<file path="src/rtl/never8_sequencer_pkg.sv">
// Shared definitions for the Never8 instruction sequencer: widths, opcode
// constants, FSM state type and instruction field helpers.
package never8_pkg;

  localparam int INSTR_W = 8;
  localparam int IMM_W   = 5;
  localparam int DATA_W  = 8;

  localparam logic [2:0] OP_ADD = 3'b000;
  localparam logic [2:0] OP_SUB = 3'b001;
  localparam logic [2:0] OP_LDI = 3'b110;
  localparam logic [2:0] OP_JNZ = 3'b111;

  typedef enum logic [1:0] {
    ST_IDLE  = 2'd0,
    ST_FETCH = 2'd1,
    ST_EXEC  = 2'd2,
    ST_HALT  = 2'd3
  } state_t;

  // Opcode field of an instruction word.
  function automatic logic [2:0] opcode_of(input logic [INSTR_W-1:0] ins);
    return ins[7:5];
  endfunction

  // Immediate field of an instruction word.
  function automatic logic [IMM_W-1:0] imm_of(input logic [INSTR_W-1:0] ins);
    return ins[IMM_W-1:0];
  endfunction

endpackage

</file>
<file path="src/rtl/never8_sequencer_if.sv">
// Bus bundle between the sequencer, program memory and the ALU.
// master = sequencer side, slave = memory/ALU side.
interface never8_sequencer_if #(
  parameter int PC_W = 5
);
  import never8_pkg::*;

  // Program memory fetch handshake
  logic                imem_req;
  logic [PC_W-1:0]     imem_addr;
  logic                imem_ack;
  logic [INSTR_W-1:0]  imem_data;

  // ALU operands and combinational result
  logic [2:0]          alu_opcode;
  logic [IMM_W-1:0]    alu_a;
  logic [DATA_W-1:0]   alu_b;
  logic [DATA_W-1:0]   alu_data;
  logic                alu_zflag;
  logic                alu_c;

  modport master (
    output imem_req, imem_addr, alu_opcode, alu_a, alu_b,
    input  imem_ack, imem_data, alu_data, alu_zflag, alu_c
  );

  modport slave (
    input  imem_req, imem_addr, alu_opcode, alu_a, alu_b,
    output imem_ack, imem_data, alu_data, alu_zflag, alu_c
  );

endinterface

</file>
<file path="src/rtl/never8_sequencer.sv">
// Never8 instruction sequencer: fetches instructions over a req/ack
// handshake, feeds the external ALU from ir/acc, and commits ALU results
// (or LDI/JNZ effects) into the accumulator, flags and program counter.
module never8_sequencer
  import never8_pkg::*;
#(
  parameter int PC_W = 5
) (
  input  logic               clk,
  input  logic               rst,
  input  logic               start,
  never8_sequencer_if.master bus,
  output logic [DATA_W-1:0]  acc,
  output logic               zf,
  output logic               cf,
  output logic               busy,
  output logic               retired
);

  state_t              r_state;
  logic [PC_W-1:0]     r_pc;
  logic [INSTR_W-1:0]  r_ir;
  logic [DATA_W-1:0]   r_acc;
  logic                r_zf;
  logic                r_cf;

  state_t              w_state_next;
  logic [PC_W-1:0]     w_pc_next;
  logic [INSTR_W-1:0]  w_ir_next;
  logic [DATA_W-1:0]   w_acc_next;
  logic                w_zf_next;
  logic                w_cf_next;
  logic                w_req;
  logic                w_busy;
  logic                w_retired;

  logic [2:0]          w_op;
  logic [IMM_W-1:0]    w_imm;
  logic [PC_W-1:0]     w_imm_pc;
  logic [PC_W-1:0]     w_pc_inc;

  assign w_op     = opcode_of(r_ir);
  assign w_imm    = imm_of(r_ir);
  assign w_imm_pc = PC_W'(w_imm);
  // Natural wrap at the top of the program space.
  assign w_pc_inc = r_pc + PC_W'(1);

  // State and architectural registers; reset wins over everything.
  always_ff @(posedge clk) begin
    if (rst) begin
      r_state <= ST_IDLE;
      r_pc    <= '0;
      r_ir    <= '0;
      r_acc   <= '0;
      r_zf    <= 1'b0;
      r_cf    <= 1'b0;
    end else begin
      r_state <= w_state_next;
      r_pc    <= w_pc_next;
      r_ir    <= w_ir_next;
      r_acc   <= w_acc_next;
      r_zf    <= w_zf_next;
      r_cf    <= w_cf_next;
    end
  end

  // Next-state, commit and handshake decode.
  always_comb begin
    w_state_next = r_state;
    w_pc_next    = r_pc;
    w_ir_next    = r_ir;
    w_acc_next   = r_acc;
    w_zf_next    = r_zf;
    w_cf_next    = r_cf;
    w_req        = 1'b0;
    w_busy       = 1'b0;
    w_retired    = 1'b0;

    case (r_state)
      ST_IDLE, ST_HALT: begin
        if (start) begin
          w_state_next = ST_FETCH;
          w_pc_next    = '0;
        end
      end

      ST_FETCH: begin
        w_req  = 1'b1;
        w_busy = 1'b1;
        if (bus.imem_ack) begin
          w_ir_next    = bus.imem_data;
          w_state_next = ST_EXEC;
        end
      end

      ST_EXEC: begin
        w_busy       = 1'b1;
        w_retired    = 1'b1;
        w_state_next = ST_FETCH;
        w_pc_next    = w_pc_inc;
        case (w_op)
          OP_LDI: begin
            // Immediate load bypasses the ALU; carry is left alone.
            w_acc_next = {{(DATA_W-IMM_W){1'b0}}, w_imm};
            w_zf_next  = (w_imm == '0);
          end
          OP_JNZ: begin
            if (!r_zf) begin
              if (w_imm_pc == r_pc) begin
                // Taken branch to itself can never make progress: park.
                w_state_next = ST_HALT;
                w_pc_next    = r_pc;
              end else begin
                w_pc_next = w_imm_pc;
              end
            end
          end
          default: begin
            w_acc_next = bus.alu_data;
            w_zf_next  = bus.alu_zflag;
            w_cf_next  = bus.alu_c;
          end
        endcase
      end

      default: begin
        w_state_next = ST_IDLE;
      end
    endcase
  end

  assign bus.imem_req   = w_req;
  assign bus.imem_addr  = r_pc;
  assign bus.alu_opcode = w_op;
  assign bus.alu_a      = w_imm;
  assign bus.alu_b      = r_acc;

  assign acc     = r_acc;
  assign zf      = r_zf;
  assign cf      = r_cf;
  assign busy    = w_busy;
  assign retired = w_retired;

endmodule

</file>
<file path="src/flat_wrapper.sv">
// flat-port wrapper written by rule: the top's interface ports become plain ports
module never8_sequencer_flat import never8_pkg::*;
#(
  parameter int PC_W = 5
)
  (clk, rst, start, acc, zf, cf, busy, retired, bus_imem_req, bus_imem_addr, bus_alu_opcode, bus_alu_a, bus_alu_b, bus_imem_ack, bus_imem_data, bus_alu_data, bus_alu_zflag, bus_alu_c);
  never8_sequencer_if #(.PC_W(PC_W)) bus_i ();
  input  logic clk;
  input  logic rst;
  input  logic start;
  output logic [DATA_W-1:0] acc;
  output logic zf;
  output logic cf;
  output logic busy;
  output logic retired;
  output wire logic [$bits(bus_i.imem_req)-1:0] bus_imem_req;
  output wire logic [$bits(bus_i.imem_addr)-1:0] bus_imem_addr;
  output wire logic [$bits(bus_i.alu_opcode)-1:0] bus_alu_opcode;
  output wire logic [$bits(bus_i.alu_a)-1:0] bus_alu_a;
  output wire logic [$bits(bus_i.alu_b)-1:0] bus_alu_b;
  input wire logic [$bits(bus_i.imem_ack)-1:0] bus_imem_ack;
  input wire logic [$bits(bus_i.imem_data)-1:0] bus_imem_data;
  input wire logic [$bits(bus_i.alu_data)-1:0] bus_alu_data;
  input wire logic [$bits(bus_i.alu_zflag)-1:0] bus_alu_zflag;
  input wire logic [$bits(bus_i.alu_c)-1:0] bus_alu_c;
  assign bus_imem_req = bus_i.imem_req;
  assign bus_imem_addr = bus_i.imem_addr;
  assign bus_alu_opcode = bus_i.alu_opcode;
  assign bus_alu_a = bus_i.alu_a;
  assign bus_alu_b = bus_i.alu_b;
  assign bus_i.imem_ack = bus_imem_ack;
  assign bus_i.imem_data = bus_imem_data;
  assign bus_i.alu_data = bus_alu_data;
  assign bus_i.alu_zflag = bus_alu_zflag;
  assign bus_i.alu_c = bus_alu_c;
  never8_sequencer #(.PC_W(PC_W)) u_core (.clk(clk), .rst(rst), .start(start), .bus(bus_i), .acc(acc), .zf(zf), .cf(cf), .busy(busy), .retired(retired));
endmodule
</file>
<file path="config.mk">
export PLATFORM = sky130hd
export DESIGN_NAME = never8_sequencer_flat
export DESIGN_NICKNAME = d
export VERILOG_FILES = /design/src/rtl/never8_sequencer_pkg.sv /design/src/rtl/never8_sequencer_if.sv /design/src/rtl/never8_sequencer.sv /design/src/flat_wrapper.sv
export SDC_FILE = /design/constraint.sdc
export NUM_CORES = 1
export LEC_CHECK = 0
export BUFFER_PORTS_ARGS = -buffer_cell sky130_fd_sc_hd__buf_2
export CAP_MARGIN = 20
export CORE_MARGIN = 2
export CORE_UTILIZATION = 50
export DETAILED_ROUTE_END_ITERATION = 12
export GPL_ROUTABILITY_DRIVEN = 0
export PLACE_DENSITY = 0.83
export SLEW_MARGIN = 20
export SYNTH_ARGS = -nofsm -noshare
export SYNTH_HDL_FRONTEND = slang
export SYNTH_SLANG_ARGS = --single-unit
</file>
<file path="constraint.sdc">
create_clock -name clk -period 2.8 [get_ports clk]
set_input_delay 0.7 -clock clk [delete_from_list [all_inputs] [get_ports clk]]
set_output_delay 0.7 -clock clk [all_outputs]
set_load 0.02 [all_outputs]
</file>
# Yosys cells after proc, flatten, opt, wreduce, memory -nomap -nowiden
# Cells that the tools add are included.
[op_classes] div=0 multipliers=0 addsub=1 muxes=16 n_eq_ne=9 bitwise=2 reduce_logical=11 shifts=0 n_lt_le_gt_ge=0
[op_table] op="2-to-1 mux 5 bit" n=4
[op_table] op="one-hot mux 8 bit (2 select lines)" n=1
[op_table] op="2-to-1 mux 2 bit" n=5
[op_table] op="one-hot mux 5 bit (2 select lines)" n=1
[op_table] op="AND reduction 2 bit" n=4
[op_table] op="== test 3 bit (second input constant)" n=2
[op_table] op="one-hot mux 2 bit (3 select lines)" n=1
[op_table] op="OR reduction 2 bit" n=3
[op_table] op="adder 5 x 1 -> 5 bit (second input constant)" n=1
[op_table] op="== test 5 bit" n=1
[op_table] op="zero test 5 bit" n=1
[op_table] op="== test 2 bit (second input constant)" n=2
[op_table] op="inequality test 2 bit (second input constant)" n=2
[op_table] op="inequality test 4 x 3 -> 1 bit (second input constant)" n=1
[op_table] op="2-to-1 mux 1 bit" n=3
[op_table] op="AND reduction 3 bit" n=1
[op_table] op="== test 2 x 1 -> 1 bit (second input constant)" n=1
[op_table] op="zero test 2 bit" n=1
[op_table] op="inverter 1 bit" n=2
[op_table] op="one-hot mux 1 bit (2 select lines)" n=1
[op_table] op="nonzero test 2 bit" n=1
[totals] inputBits=22 romBits=0 out_inout_bits=34 regBits=25 mem_bits_rw=0 latch_bits=0 word_cells=45 mem_count=0

# Longest topological paths before layout
# Gate-level depths: netlist of the first run.
[logic_depth] depth_word=5 mapped_depth=7 depth_no_buf=6

# Worst setup path before layout of the first run
# Ideal clock, no wire load.
[synth_path] kind="reg-to-reg" from="reg u_core.r_state[0]" to="reg u_core.r_acc[0] (netlist: u_core.acc[0])" setup_ns=0.086 setup_slack_ns=1.166 t_required_ns=2.714 path_stages_with_launch=8 synth_period_minus_slack_ns=1.634 t_arrival_ns=1.549 n_path_buf=2 cell_sequence="dfxtp_1 > inv_1 > ha_1 > buf_2 > and2_1 > clkbuf_1 > nor2_1 > a211oi_1"
[synth_between] elab_chain_cells=2
[synth_rtl] element="from (decl)" line="never8_sequencer.sv:20" source="state_t r_state;"
[synth_rtl] element="from (signal assigned)" line="never8_sequencer.sv:58" source="r_state <= w_state_next;"
[synth_rtl] element="== test 2 bit" line="never8_sequencer.sv:79" source="case (r_state)"
[synth_rtl] element="AND reduction 2 bit (no line)"
[synth_rtl] element="to (signal assigned)" line="never8_sequencer.sv:61" source="r_acc <= w_acc_next;"
[synth_rtl] element="to (decl)" line="never8_sequencer.sv:23" source="logic [DATA_W-1:0] r_acc;"
# Every way passes these cells.
# A chain may end at the register's enable or synchronous reset.

# Final worst setup path of the first run
[layout_path] from="reg u_core.r_state[0]" to="out retired"
[layout_between] elab_chain_cells=2
[layout_rtl] element="== test 2 bit" line="never8_sequencer.sv:79"
[layout_rtl] element="2-to-1 mux 1 bit" line="never8_sequencer.sv:79"
[layout_rtl] element="to (decl)" line="flat_wrapper.sv:15" source="output logic retired;"
# Every way passes these cells.

==> results of run 1 <==
[worst max-delay path: stages (launching register included)]
cell and delay, ps:
sky130_fd_sc_hd__dfxtp_1 380, sky130_fd_sc_hd__inv_1 70, sky130_fd_sc_hd__ha_1 430, sky130_fd_sc_hd__buf_2 250
[layout make-up]
| class | instances | area (um2) |
|---|---|---|
| fill | 235 | 911 |
| tap | 30 | 37.5 |
| clock inverter | 1 | 7.51 |
| clock buffer | 3 | 22.5 |
| sequential | 25 | 500 |
| multi-input combinational | 111 | 704 |
| timing repair buffer | 55 | 275 |
| inverter | 5 | 18.8 |
[cells by family (layout without fill, tap and decap cells)]
family | after synthesis | after routing | share of synthesized area
adders and majority gates | 4 | 4 | 0.0381
xor gates and xnor gates | 8 | 8 | 0.0534
muxes | 10 | 10 | 0.0791
buffers and inverters | 20 | 64 | 0.0820
DFF | 25 | 25 | 0.381
AOI/OAI and AO/OA | 31 | 31 | 0.161
and+or+nand+nor | 58 | 58 | 0.205
[layer usage]
| metal | wire [um] | GRT usage | share of wire |
|---|---|---|---|
| met5 | 0 | 0 | 0 |
| met4 | 70 | 0.0976 | 0.023 |
| met3 | 217 | 0.0351 | 0.070 |
| met2 | 1500 | 0.345 | 0.48 |
| met1 | 1310 | 0.247 | 0.42 |
[where the power goes]
part           switching [W]  internal [W]  total, W
logic              0.0000944     0.0000604  0.000155
clock network       0.000116     0.0000547  0.000170
registers          0.0000200      0.000371  0.000391
[synthesized netlist by cell type, drive strengths merged (2+ instances only)]
library cell	number	share of area
a21oi	13	0.050
or4	2	0.011
mux2i	7	0.053
dfxtp	25	0.38
clkbuf	5	0.014
buf	10	0.053
nand3	6	0.023
inv	5	0.014
o21ai	3	0.014
a32oi	3	0.020
nand2	25	0.071
and2	2	0.0095
a211oi	6	0.034
xnor2	6	0.040
nand2b	2	0.0095
ha	4	0.038
nor2	13	0.037
mux2	3	0.026
nor2b	4	0.019
xor2	2	0.013
[stage by stage]
stage / hold WS (ps) / utilization / cells / instance area, um2
2_1_floorplan: 511 / - / 156 / 1310
3_3_place_gp: 447 / 0.620 / 226 / 1540
3_5_place_dp: 451 / 0.620 / 226 / 1540
4_1_cts: 469 / 0.632 / 230 / 1570
5_1_grt: 485 / 0.632 / 230 / 1570
6_report: 466 / 0.632 / 230 / 1570
[worst paths after layout]
kind / startpoint / to / slack [ps]
max reg2reg: u_core.r_state[0]$_SDFFE_PP0P_ / u_core.bus.imem_addr[3]$_SDFFE_PP0P_ / 950
max: u_core.r_state[0]$_SDFFE_PP0P_ / retired / 650
min reg2reg: u_core.cf$_SDFFE_PP0P_ / u_core.cf$_SDFFE_PP0P_ / 470
min: u_core.cf$_SDFFE_PP0P_ / u_core.cf$_SDFFE_PP0P_ / 470
[sequential cells by signal (all words and copies together), names as in the netlist]
name and flops:
u_core.zf 1, u_core.bus.imem_addr 5, u_core.acc 8, u_core.cf 1, u_core.r_state 2, u_core.r_ir 8
==> impl_metrics.toml, run 1 <==
[run_status]
status = "finished, final reports clean"

[die]
core_area_mm2 = 0.00248
io_pins = 56
die_area_mm2 = 0.00305
initial_core_util = 0.530
num_rows = 18
fp.dieW_um = 55.2
die_y_um = 55.2

[synthesis]
seq_area_frac_synth = 0.381
synth-main-ff-cell = "sky130_fd_sc_hd__dfxtp_1"
synth_area_per_cell_um2 = 8.41
postSynthNetCount = 182
mappedNetlistArea_mm2 = 0.00131
synthCells = 156
number_of_synthesized_flops_with_an_enable_pin = 0
yosysWarningCount = 0
synthArstFlopShare = 0
yosysUniqueCellTypes = 32
yosys_register_bits = 25

[drt]
wirelength_mm = 3.09
drtPass1Iterations = 4
number_of_remaining_drc_errors = 0
wire_per_inst_um = 13.4
ant_nets = 0
drt_iter0_drc = 27
detail_route.vias_per_cell = 5.43
vias_post_dr = 1250

[clocking]
tritoncts_clock_tree = "done"
clkLatencyLatePin_ps = 330
postCtsSetupBuffers = 0
ctsHoldBuffers = 0
cts_made_buffers = 3
h-tree-depth = 1
cts.sink_count = 25
cts-resized-gates = 0
cts-root-buf = "sky130_fd_sc_hd__clkbuf_4"
path_clk_slew_ps = 140
clk_path_buf_depth = 2

[placed_design]
dp_worst_setup_slack_ps = 974
place.detailed.hpwl_mm = 2.37
placement.io_buffers = 55

[sta]
finalHoldViolations = 0
timing.final.crit_share = 0.768
maxClockFrequency_mhz = 465
worst_pin_slew_ps = 483
rsz0062_at_grt = "false"
finalCriticalPeriod_ps = 2150
final.setup.worst_slack_ps = 649
final_slew_violations = 0
timing.slew.headroom = 0.678
totalNegativeSetupSlack_ps = 0
setup_violations = 0
final.setup_skew_ps = 4.19

[worst_setup_path]
startpoint_type = "register"
cp.required_ps = 2100
crit_type = "register to output port"
cp.arrival_ps = 1450
critical_path_peak_fanout = 13
critPathCaptureType = "output port"
worst-r2r-cell-count = 5

[global_routing]
grt_pass1_wl_mm = 5.09
gr-total-overflow = 0
antenna_violations_before_repair = 0
gr-usage-all-layers = 0.203
grt_pass1_vias = 1174
grt_max_degree = 28

[power_and_ir_drop]
power.total_w = 0.000716
power_density_mw_per_mm2 = 457
p_leak_nw = 0.749
ir_drop_worst_vdd_mv = 0.317

[worst_hold_path]
min_delay_path_depth = 2
min-delay-path-class = "register to register"

[layout]
leading_cell_type_in_the_layout_fill_and_taps_excluded = "sky130_fd_sc_hd__buf_2"
antenna-diode-count = 0
layout-drive-gt1-share = 0.320
syn2layout_area_growth_pct = 19.4
layout.cells.most_common_list = "sky130_fd_sc_hd__buf_2, sky130_fd_sc_hd__nand2_1, sky130_fd_sc_hd__dfxtp_1, sky130_fd_sc_hd__a21oi_1, sky130_fd_sc_hd__nor2_1"
num-nets-final = 227

[run]
count_of_maximum_capacitance_violations = 0
Power figures use the tool's default switching activity.
==> run 2, diff against run 1 <==
--- a/config.mk
+++ b/config.mk
@@ -8,10 +8,10 @@
 export BUFFER_PORTS_ARGS = -buffer_cell sky130_fd_sc_hd__buf_2
 export CAP_MARGIN = 20
 export CORE_MARGIN = 2
-export CORE_UTILIZATION = 50
+export CORE_UTILIZATION = 42
 export DETAILED_ROUTE_END_ITERATION = 12
 export GPL_ROUTABILITY_DRIVEN = 0
-export PLACE_DENSITY = 0.83
+export PLACE_DENSITY = 0.75
 export SLEW_MARGIN = 20
 export SYNTH_ARGS = -nofsm -noshare
 export SYNTH_HDL_FRONTEND = slang
==> constraint.sdc (replaced) <==
create_clock -name clk -period 1.8 [get_ports clk]
set_input_delay 0.45 -clock clk [delete_from_list [all_inputs] [get_ports clk]]
set_output_delay 0.45 -clock clk [all_outputs]
set_load 0.02 [all_outputs]
==> run 2 against run 1 <==
- sequential share of layout area shrank 0.67 points
- global-route usage shrank 2.1 points
- core utilization is 9.8 points lower
- clock skew up 4.2 ps
- first-iteration DRC count up 15%
- register-to-register slack worse by 750 ps
- cell count up 2.6%
- critical path depth grew 1
- power is 55% higher
- count of clock-buffer cells in the layout unchanged
- flip-flop and latch count stayed put
- clock power is 49% higher
==> impl_metrics.toml, run 2 (same netlist as run 1, synthesis figures left out) <==
[run_status]
status = "finished, final reports clean"

[sta]
timing.slew.headroom = 0.748
final.setup_skew_ps = 8.34
maxClockFrequency_mhz = 576
final_slew_violations = 0
finalHoldViolations = 0
rsz0062_at_grt = "false"
worst_pin_slew_ps = 378
totalNegativeSetupSlack_ps = 0
finalCriticalPeriod_ps = 1740
setup_violations = 0
timing.final.crit_share = 0.964

[worst_setup_path]
critical_path_peak_fanout = 7
critPathCaptureType = "output port"
worst_path_dominant_cell_family = "buffers and inverters"
cp.arrival_ps = 1290
max_stage_delay_ps = 360
critical_path.slowest_cell = "sky130_fd_sc_hd__dfxtp_2"
cp_num_buf_inv = 3
cp.required_ps = 1350
crit_type = "register to output port"
startpoint_type = "register"
critical_path.cell_chain = "inv_1 > ha_4 > buf_4 > buf_2"

[global_routing]
grt.busiest_layer = "met2"
use_met1 = 0.249
antenna_violations_before_repair = 0
use_met3 = 0.0368
gr-usage-all-layers = 0.183
gr-total-overflow = 0
grt_pass1_vias = 1106
grt_max_degree = 15
grt_pass1_wl_mm = 5.02
global_route_met2_utilization = 0.293

[die]
die_y_um = 59.9
core_area_mm2 = 0.00300
num_rows = 20
fp.dieW_um = 59.9
die_area_mm2 = 0.00359
io_pins = 56
initial_core_util = 0.437

[power_and_ir_drop]
ir_drop_worst_vdd_mv = 0.340
total_switching_power_w = 0.000350
power_density_mw_per_mm2 = 694
share_comb_of_total_power = 0.228
power.internal_w = 0.000763
p_leak_nw = 0.768
power.share.sequential = 0.544
clockPowerShare = 0.227
power.switching_fraction = 0.315

[clocking]
cts_made_buffers = 3
postCtsSetupBuffers = 0
clk_path_buf_depth = 2
h-tree-depth = 1
ctsHoldBuffers = 0
cts-root-buf = "sky130_fd_sc_hd__clkbuf_4"
tritoncts_clock_tree = "done"
clkLatencyLatePin_ps = 330
cts.sink_count = 25
path_clk_slew_ps = 140

[drt]
number_of_remaining_drc_errors = 0
detail_route.vias_per_cell = 5.20
ant_nets = 0
wirelength_mm = 3.09
vias_post_dr = 1227
wire_per_inst_um = 13.1
drtPass1Iterations = 4
drt_iter0_drc = 31

[placed_design]
place.detailed.hpwl_mm = 2.35
placedInstanceArea_mm2 = 0.00156
placement.io_buffers = 55
placed_cells_incl_taps = 232

[layout]
layout.cells.most_common_list = "sky130_fd_sc_hd__buf_2, sky130_fd_sc_hd__nand2_1, sky130_fd_sc_hd__dfxtp_1, sky130_fd_sc_hd__a21oi_1, sky130_fd_sc_hd__nor2_1"
antenna-diode-count = 0
layout-drive-gt1-share = 0.340
num-nets-final = 230
layout.cells.non_filler = 236
syn2layout_area_growth_pct = 22.2
leading_cell_type_in_the_layout_fill_and_taps_excluded = "sky130_fd_sc_hd__buf_2"
final_design_area_no_fill_mm2 = 0.00160

[worst_hold_path]
min-delay-path-class = "primary input to register"

[run]
count_of_maximum_capacitance_violations = 0
## run 2: final timing paths
check                           slack (ps)  depth (start not counted)                                   end                      startpoint
worst max-delay path                    60                          4                               retired  u_core.r_state[0]$_SDFFE_PP0P_
worst min-delay path                   340                          3           u_core.r_ir[1]$_SDFFE_PP0P_                bus_imem_data[1]
worst max register to register         200                          6  u_core.bus.imem_addr[3]$_SDFFE_PP0P_  u_core.r_state[0]$_SDFFE_PP0P_
worst min register to register         480                          2                u_core.cf$_SDFFE_PP0P_          u_core.cf$_SDFFE_PP0P_
## run 2: power groups by stage
stage          sequential (W)  combinational [W]  clock (W)
6_report             0.000606           0.000254   0.000253
5_1_grt              0.000611           0.000281   0.000289
4_1_cts              0.000606           0.000251   0.000262
3_5_place_dp         0.000617           0.000248          0
3_3_place_gp         0.000616           0.000246          0
2_1_floorplan        0.000635           0.000150          0
## run 2: repair_timing
action | CTS | global route
gates resized for setup | 2 | 1
setup endpoints to repair | 1 | 1
gates cloned | 0 | 0
## run 2: routing by layer
layer  vias to the layer above  wire, um  part of all wire
met5                         -         0                 0
met4                         0        23            0.0074
met3                         3       178             0.058
met2                        43      1390              0.45
met1                       554      1500              0.48
li1                        627         -                 -
## run 2: worst min-delay path: cells and delay by family
| kind | cells | cell delay [ps] |
|---|---|---|
| AO/OA/AOI/OAI | 1 | 50 |
| AND/OR/NAND/NOR | 1 | 40 |
| buffers and inverters | 1 | 100 |
## run 2: stage by stage
stage	worst slack (ps)	hold slack, ps	util	power [W]
2_1_floorplan	166	511	-	0.000785
3_3_place_gp	228	449	0.520	0.000862
3_5_place_dp	151	461	0.520	0.000865
4_1_cts	10.1	339	0.531	0.00112
5_1_grt	5.06	327	0.534	0.00118
6_report	64.3	343	0.534	0.00111
## run 2: area by class of cell
class                      instances  area [um2]
clock buffer                       3        22.5
multi-input combinational        111         717
inverter                           5        18.8
fill                             316        1400
sequential                        25         502
tap                               33        41.3
timing repair buffer              58         298
clock inverter                     1        5.00
==> run 3, diff against run 2 <==
--- a/config.mk
+++ b/config.mk
@@ -7,11 +7,12 @@
 export LEC_CHECK = 0
 export BUFFER_PORTS_ARGS = -buffer_cell sky130_fd_sc_hd__buf_2
 export CAP_MARGIN = 20
-export CORE_MARGIN = 2
 export CORE_UTILIZATION = 42
 export DETAILED_ROUTE_END_ITERATION = 12
 export GPL_ROUTABILITY_DRIVEN = 0
 export PLACE_DENSITY = 0.75
+export RECOVER_POWER = 100
+export SKIP_CTS_REPAIR_TIMING = 1
 export SLEW_MARGIN = 20
 export SYNTH_ARGS = -nofsm -noshare
 export SYNTH_HDL_FRONTEND = slang
==> run 3 against run 2 <==
- the run now ends with design-rule violations left
- clock power decreased by 5%
- via count decreased by 1.8%
- combinational power decreased by 4%
- power decreased by 1.9%
- clock skew decreased by 5.4 ps
- critical path depth unchanged
- critical path type unchanged
- critical endpoint is now busy
- highest routed layer unchanged
==> impl_metrics.toml, run 3 (same netlist as run 1, synthesis figures left out) <==
[drt]
met2_wirelength_mm = 1.31
vias_post_dr = 1205
wirelength_mm = 2.81
route.top_layer_used = "met4"
detail_route.vias_per_cell = 5.15
drtPass1Iterations = 8
drt_iter0_drc = 22
metal1_wirelength_mm = 1.33
ant_nets = 0
number_of_remaining_drc_errors = 4
wire_per_inst_um = 12.0
total_met3_wirelength_after_detailed_routing_um = 126

[clocking]
cts-root-buf = "sky130_fd_sc_hd__clkbuf_4"
cts.sink_count = 25
clk_path_buf_depth = 2
cts_made_buffers = 3
path_clk_slew_ps = 120
clkLatencyLatePin_ps = 310
tritoncts_clock_tree = "done"
h-tree-depth = 1

[global_routing]
antenna_violations_before_repair = 0
grt_pass1_vias = 1156
gr-usage-all-layers = 0.184
grt_max_degree = 19
grt_pass1_wl_mm = 4.87
gr-total-overflow = 0

[placed_design]
dp_worst_setup_slack_ps = 176
placed_cells_incl_taps = 230
place.detailed.hpwl_mm = 2.20
placement.io_buffers = 55

[sta]
worst_pin_slew_ps = 352
rsz0062_at_grt = "false"
finalHoldViolations = 0
timing.slew.headroom = 0.765
maxClockFrequency_mhz = 590
totalNegativeSetupSlack_ps = 0
setup_violations = 0
final.setup_skew_ps = 2.92
timing.final.crit_share = 0.942
finalCriticalPeriod_ps = 1690
final.setup.worst_slack_ps = 105
final_slew_violations = 0

[worst_setup_path]
critical_path.cell_chain = "inv_1 > ha_1 > inv_1 > buf_4"
cell_with_the_most_instances_on_the_worst_path = "sky130_fd_sc_hd__inv_1"
cp.arrival_ps = 1240
worst_path_dominant_cell_family = "flip-flops"
crit_type = "register to output port"
r2r-start = "u_core.r_state[0]$_SDFFE_PP0P_"
critical_path.slowest_cell = "sky130_fd_sc_hd__dfxtp_2"
critical_path_peak_fanout = 4
max_stage_delay_ps = 370
critPathCaptureType = "output port"
cp.required_ps = 1350
startpoint = "u_core.r_state[0]$_SDFFE_PP0P_"
startpoint_type = "register"
cp_num_buf_inv = 3

[layout]
layout-drive-gt1-share = 0.330
layout.cells.most_common_list = "sky130_fd_sc_hd__buf_2, sky130_fd_sc_hd__nand2_1, sky130_fd_sc_hd__dfxtp_1, sky130_fd_sc_hd__a21oi_1, sky130_fd_sc_hd__nor2_1"
multi_input_area_um2 = 704
final-seq-area_um2 = 502
antenna-diode-count = 0
utilization = 0.557
syn2layout_area_growth_pct = 21.2
num-fill-cells = 285
num-nets-final = 230
layout.cells.non_filler = 234
leading_cell_type_in_the_layout_fill_and_taps_excluded = "sky130_fd_sc_hd__buf_2"

[worst_hold_path]
min-delay-path-class = "primary input to register"
worstHoldStart = "bus_imem_data[0]"

[run_status]
failed_checks = "design-rule violations"
status = "finished, violations left"

[die]
initial_core_util = 0.460
num_rows = 19
core_area_mm2 = 0.00285
die_area_mm2 = 0.00335
io_pins = 56
die_y_um = 57.9
fp.dieW_um = 57.9

[power_and_ir_drop]
power_density_mw_per_mm2 = 687
ir_drop_worst_vdd_mv = 0.652
p_leak_nw = 0.766
power.total_w = 0.00109

[run]
count_of_maximum_capacitance_violations = 0
-- run 3: worst paths after layout --
kind	endpoint	slack, ps	cells after the start
worst min register to register	u_core.cf$_SDFFE_PP0P_	470	2
worst max-delay path	busy	110	4
worst min-delay path	u_core.r_ir[0]$_SDFFE_PP0P_	360	3
worst max register to register	u_core.bus.imem_addr[3]$_SDFFE_PP0P_	210	6
-- run 3: metal layers --
layer | vias to the layer above | track usage
met5 | - | 0
met4 | 0 | 0.0476
met3 | 4 | 0.0513
met2 | 34 | 0.310
met1 | 539 | 0.232
li1 | 628 | -
-- run 3: where the power goes --
part           switching, W  internal, W
Clock              0.000155    0.0000865
Sequential        0.0000287     0.000578
Combinational      0.000146    0.0000988
-- run 3: final cells by class --
cell class	instances	area share
Clock buffer	4	0.0165
Inverter	5	0.0118
Tap cell	31	0.0244
Multi-Input combinational cell	111	0.443
Timing Repair Buffer	58	0.189
Sequential cell	25	0.315
-- run 3: through the flow --
step                      hold slack (ps)  instance area (um2)
after detailed placement              452                 1560
after floorplan                       511                 1310
after global routing                  348                 1590
final                                 363                 1590
after global placement                447                 1560
after CTS                             358                 1590
-- run 3: worst register-to-register path: stages, from the launching register on --
cell and delay, ps:
sky130_fd_sc_hd__dfxtp_2 370, sky130_fd_sc_hd__inv_1 50, sky130_fd_sc_hd__ha_1 300, sky130_fd_sc_hd__nor2b_1 150, sky130_fd_sc_hd__nor2_1 190, sky130_fd_sc_hd__o21ai_2 150, sky130_fd_sc_hd__mux2_2 290
